==> src/rtl/pq_request_driver.sv <==
// rtl/pq_request_driver.sv - Command/response front end that serialises accesses to the register-tree priority queue.
module pq_request_driver #(
  parameter int DATA_WIDTH    = 16,
  parameter int SETTLE_CYCLES = 4
) (
  input  logic                  i_CLK,
  input  logic                  i_RSTn,
  input  logic                  i_cmd_valid,
  output logic                  o_cmd_ready,
  input  logic [1:0]            i_cmd_op,
  input  logic [DATA_WIDTH-1:0] i_cmd_data,
  output logic                  o_rsp_valid,
  input  logic                  i_rsp_ready,
  output logic [DATA_WIDTH-1:0] o_rsp_data,
  output logic [1:0]            o_rsp_status,
  output logic                  o_pq_wrt,
  output logic                  o_pq_read,
  output logic [DATA_WIDTH-1:0] o_pq_data,
  input  logic                  i_pq_full,
  input  logic                  i_pq_empty,
  input  logic [DATA_WIDTH-1:0] i_pq_data,
  output logic                  o_busy
);

  localparam logic [1:0] OP_PEEK = 2'b00;
  localparam logic [1:0] OP_ENQ  = 2'b01;
  localparam logic [1:0] OP_DEQ  = 2'b10;
  localparam logic [1:0] OP_REP  = 2'b11;

  localparam logic [1:0] ST_OK    = 2'b00;
  localparam logic [1:0] ST_FULL  = 2'b01;
  localparam logic [1:0] ST_EMPTY = 2'b10;
  localparam logic [1:0] ST_ZERO  = 2'b11;

  localparam logic [7:0] SETTLE_LOAD = 8'(SETTLE_CYCLES);

  typedef enum logic [1:0] {S_IDLE, S_EXEC, S_WAIT} state_t;

  state_t                r_state;
  state_t                w_next;
  logic [1:0]            r_op;
  logic [DATA_WIDTH-1:0] r_data;
  logic [DATA_WIDTH-1:0] r_rsp_data;
  logic [1:0]            r_rsp_status;
  logic                  r_rsp_valid;
  logic [7:0]            r_cnt;
  logic                  r_done;

  logic       w_wrt;
  logic       w_read;
  logic [1:0] w_status;
  logic       w_zero_key;
  logic       w_cmd_fire;
  logic       w_rsp_fire;
  logic       w_hs_done;

  assign w_zero_key = (r_data == '0);
  assign w_cmd_fire = i_cmd_valid && (r_state == S_IDLE);
  assign w_rsp_fire = r_rsp_valid && i_rsp_ready;
  assign w_hs_done  = r_done || w_rsp_fire;

  always_ff @(posedge i_CLK or negedge i_RSTn) begin
    if (!i_RSTn) begin
      r_state <= S_IDLE;
    end else begin
      r_state <= w_next;
    end
  end

  // Strobes and status are decided purely from the flags seen during the single EXEC cycle.
  always_comb begin
    w_next   = r_state;
    w_wrt    = 1'b0;
    w_read   = 1'b0;
    w_status = ST_OK;
    case (r_state)
      S_IDLE: begin
        if (i_cmd_valid) w_next = S_EXEC;
      end
      S_EXEC: begin
        w_next = S_WAIT;
        case (r_op)
          OP_ENQ: begin
            if (w_zero_key)     w_status = ST_ZERO;
            else if (i_pq_full) w_status = ST_FULL;
            else                w_wrt    = 1'b1;
          end
          OP_DEQ: begin
            if (i_pq_empty) w_status = ST_EMPTY;
            else            w_read   = 1'b1;
          end
          OP_REP: begin
            if (w_zero_key) begin
              w_status = ST_ZERO;
            end else begin
              w_wrt  = 1'b1;
              w_read = 1'b1;
            end
          end
          default: begin
            if (i_pq_empty) w_status = ST_EMPTY;
          end
        endcase
      end
      S_WAIT: begin
        if (w_hs_done && (r_cnt == 8'd0)) w_next = S_IDLE;
      end
      default: w_next = S_IDLE;
    endcase
  end

  always_ff @(posedge i_CLK or negedge i_RSTn) begin
    if (!i_RSTn) begin
      r_op         <= OP_PEEK;
      r_data       <= '0;
      r_rsp_data   <= '0;
      r_rsp_status <= ST_OK;
      r_rsp_valid  <= 1'b0;
      r_cnt        <= 8'd0;
      r_done       <= 1'b0;
    end else begin
      if (w_cmd_fire) begin
        r_op   <= i_cmd_op;
        r_data <= i_cmd_data;
      end
      if (r_state == S_EXEC) begin
        r_rsp_data   <= i_pq_data;
        r_rsp_status <= w_status;
        r_rsp_valid  <= 1'b1;
        r_cnt        <= (w_wrt || w_read) ? SETTLE_LOAD : 8'd0;
        r_done       <= 1'b0;
      end else if (r_state == S_WAIT) begin
        // Settle countdown runs regardless of response back-pressure.
        if (r_cnt != 8'd0) r_cnt <= r_cnt - 8'd1;
        if (w_rsp_fire) r_rsp_valid <= 1'b0;
        if (w_next == S_IDLE) r_done <= 1'b0;
        else if (w_rsp_fire)  r_done <= 1'b1;
      end
    end
  end

  assign o_cmd_ready  = (r_state == S_IDLE);
  assign o_busy       = (r_state != S_IDLE);
  assign o_rsp_valid  = r_rsp_valid;
  assign o_rsp_data   = r_rsp_data;
  assign o_rsp_status = r_rsp_status;
  assign o_pq_wrt     = w_wrt;
  assign o_pq_read    = w_read;
  assign o_pq_data    = (r_state == S_EXEC) ? r_data : '0;

endmodule

==> config.mk <==
export PLATFORM = sky130hd
export DESIGN_NAME = pq_request_driver
export DESIGN_NICKNAME = d
export VERILOG_FILES = /design/src/rtl/pq_request_driver.sv
export SDC_FILE = /design/constraint.sdc
export NUM_CORES = 1
export LEC_CHECK = 0
export CELL_PAD_IN_SITES_DETAIL_PLACEMENT = 1
export CELL_PAD_IN_SITES_GLOBAL_PLACEMENT = 1
export CORE_MARGIN = 4
export CORE_UTILIZATION = 35
export DETAILED_ROUTE_END_ITERATION = 10
export GPL_ROUTABILITY_DRIVEN = 0
export GPL_TIMING_DRIVEN = 1
export HOLD_SLACK_MARGIN = 0.1
export PLACE_DENSITY_LB_ADDON = 0.1
export SLEW_MARGIN = 20
export SYNTH_ARGS = -nofsm -noshare
export SYNTH_HDL_FRONTEND = slang
export SYNTH_SLANG_ARGS = --single-unit
export TNS_END_PERCENT = 1
==> constraint.sdc <==
create_clock -name i_CLK -period 2.2 [get_ports i_CLK]
set_input_delay 0.44 -clock i_CLK [delete_from_list [all_inputs] [get_ports i_CLK]]
set_output_delay 0.44 -clock i_CLK [all_outputs]
set_load 0.005 [all_outputs]
==> results.json <==
{
  "worst_skew_pair.late_latency_ns": 0.30,
  "area_delta_synth_final_pct": 50.6,
  "reg2reg_to": "r_done",
  "synth_cell_types": 41,
  "drt_iter0_drc": 66,
  "cts_buffers": 5,
  "async_flop_share": 1.00,
  "syn_avg_cell_area_um2": 11.9,
  "r2r_cells": 6,
  "setup_ws_ns": 0.0403,
  "path_max_fanout": 3,
  "fin_skew_ns": 0.00845,
  "ys_seq_elements": 48,
  "synth-seq-area-share": 0.529,
  "synth_top_area_frac": 0.529,
  "timing.fmax_ghz": 0.463,
  "power_density_mw_per_mm2": 1400,
  "synth-edff-count": 0,
  "worstPathRequired_ns": 1.76,
  "cp.arrival_ns": 1.72,
  "dieWidth_um": 88.5,
  "hold_viol": 0,
  "cp-start-kind": "flop",
  "hold-path-endpoint": "o_rsp_data[12]",
  "worstSetupPathType": "flop to output pin",
  "viasPerCell": 4.98,
  "finalSetupViolCount": 0,
  "htree_levels": 2,
  "cts_tree": "done",
  "grt_max_degree": 39,
  "place_area_mm2": 0.00321,
  "cp-end-kind": "output pin",
  "grtUsageTotal": 0.165,
  "io_pins": 79,
  "hpwl_um": 4500,
  "yosysMostFrequentCell": "dfrtp_1",
  "wire_per_inst_um": 16.9,
  "design_area_mm2": 0.00342,
  "rrSetupSlack_ns": 0.17,
  "max_slew_margin": 0.728,
  "ir_drop_mv": 0.612,
  "detail-route-antenna-nets": 0,
  "yosys.area.top_type": "dfrtp_1",
  "drt_wl_total_um": 6080,
  "crit-reg2reg-launch": "r_cnt[1]",
  "worst_slew_pin_slew_ns": 0.408,
  "gr-total-overflow": 0,
  "die_area_mm2": 0.00784,
  "syn_area_mm2": 0.00227,
  "rsz0062_at_grt": "true",
  "synthCells": 191,
  "hp-class": "flop to flop",
  "core_area_mm2": 0.00631,
  "route.detailed.drc": 0,
  "period_needed_ns": 2.16,
  "grt_pass1_wl_um": 9980,
  "cts.sink_count": 48,
  "synthTopCellsByArea": "dfrtp_1, mux2_2, and2_1",
  "nets": 328,
  "ys.flop_type": "dfrtp_1",
  "drive_gt1_frac": 0.251,
  "holdPathStages": 1,
  "hold_ws_ns": 0.509,
  "start_util": 0.359,
  "syn-num-nets": 237,
  "first_pass_iters": 3,
  "period_share": 0.982,
  "cts_root_buf": "clkbuf_8",
  "clk_path_buf_depth": 2,
  "first_global_vias": 2004,
  "synth_warnings": 0,
  "p_leak_uw": 0.00161,
  "hp-start": "o_rsp_data[12]",
  "maxSlewViolCount": 0,
  "die_y_um": 88.5,
  "numPortBuffers": 78,
  "dr_total_vias": 1791,
  "diodes": 0,
  "antenna_found_initial": 0,
  "path_clk_slew_ns": 0.09,
  "place_ws_ns": -0.121,
  "rows": 29,
  "max_cap_viol_count": 0,
  "synth_common_cells": "dfrtp_1, mux2_2, and2_1",
  "fillers": 681,
  "status": "finished, final reports clean"
}
-- cell families after synthesis --
| group | after synthesis | share of synthesized area |
|---|---|---|
| simple gates | 54 | 0.137 |
| flops | 48 | 0.529 |
| mux | 35 | 0.174 |
| compound gates | 27 | 0.0821 |
| buf+inv | 18 | 0.0336 |
| fa+ha+maj | 6 | 0.0331 |
| xor+xnor | 3 | 0.0116 |
-- timing repair --
item | in CTS | in global routing
hold endpoints to repair | 10 | 0
setup buffers | 1 | 0
pin swaps | 1 | 0
resized for setup | 19 | 13
setup endpoints to repair | 18 | 14
hold buffers | 1 | 0
-- per-stage QoR --
stage	util	std cells	power, uW	TNS (ns)
2_1_floorplan	-	191	2890	0
3_3_place_gp	0.509	350	4050	-0.0302
3_5_place_dp	0.509	350	4110	-0.121
4_1_cts	0.537	360	4880	-0.0170
5_1_grt	0.541	360	5190	-0.0495
6_report	0.541	360	4800	0
-- flip-flops by register name, indices dropped and copies added (netlist names) --
register	cells
o_rsp_data	16
r_op	2
r_state	2
r_data	16
o_rsp_valid	1
r_done	1
o_rsp_status	2
r_cnt	8
-- layer usage --
metal	part of all wire	up-vias	track usage	wire length, um
li1	-	855	-	-
met1	0.45	890	0.218	2730
met2	0.49	40	0.268	2970
met3	0.057	6	0.0475	346
met4	0.0069	0	0.0453	42
met5	0	-	0	0
-- layout make-up --
type / instances / area, um2 / share of cell area
flip-flops and latches: 48 / 1200 / 0.352
inverters: 8 / 30.0 / 0.00879
clock buffers: 7 / 96.3 / 0.0282
well taps: 77 / 96.3 / 0.0282
multi-input cells: 125 / 1020 / 0.300
clock inverters: 1 / 30.0 / 0.00879
repair buffers: 94 / 938 / 0.275
-- cell usage in the layout, fill, tap and decap left out, drive strengths merged, types with 6 or more instances in the layout --
master	count
and2	17
buf	16
clkbuf	8
clkdlybuf4s50	59
dfrtp	48
dlygate4sd2	6
dlymetal6s2s	11
ha	6
inv	8
mux2	35
nor2	10
nor3	6
-- worst max-delay path by stage --
| stage | from | cells after the start | endpoint | slack [ns] |
|---|---|---|---|---|
| finish | r_data[14] | 5 | o_pq_wrt | 0.04 |
| global placement | i_pq_empty | 5 | o_pq_read | -0.03 |
| floorplan | r_state[1] | 6 | o_pq_data[10] | 0.14 |
| CTS | r_state[1] | 5 | o_pq_data[3] | -0.02 |
| detailed placement | i_pq_empty | 5 | o_pq_read | -0.12 |
| global route | r_data[14] | 5 | o_pq_wrt | -0.05 |
-- worst max-delay path, stage by stage (launching register included) --
cell and delay [ns]:
dfrtp_1 0.40, nor4_2 0.31, buf_4 0.17, and4_4 0.23
nor3_2 0.05, dlygate4sd2_1 0.26
-- where the power goes --
| part | internal [uW] | total [uW] | switching [uW] |
|---|---|---|---|
| logic | 1440 | 2450 | 1010 |
| clock network | 401 | 695 | 293 |
| registers | 1320 | 1650 | 328 |
No activity file was read; power rests on OpenSTA's default activity.
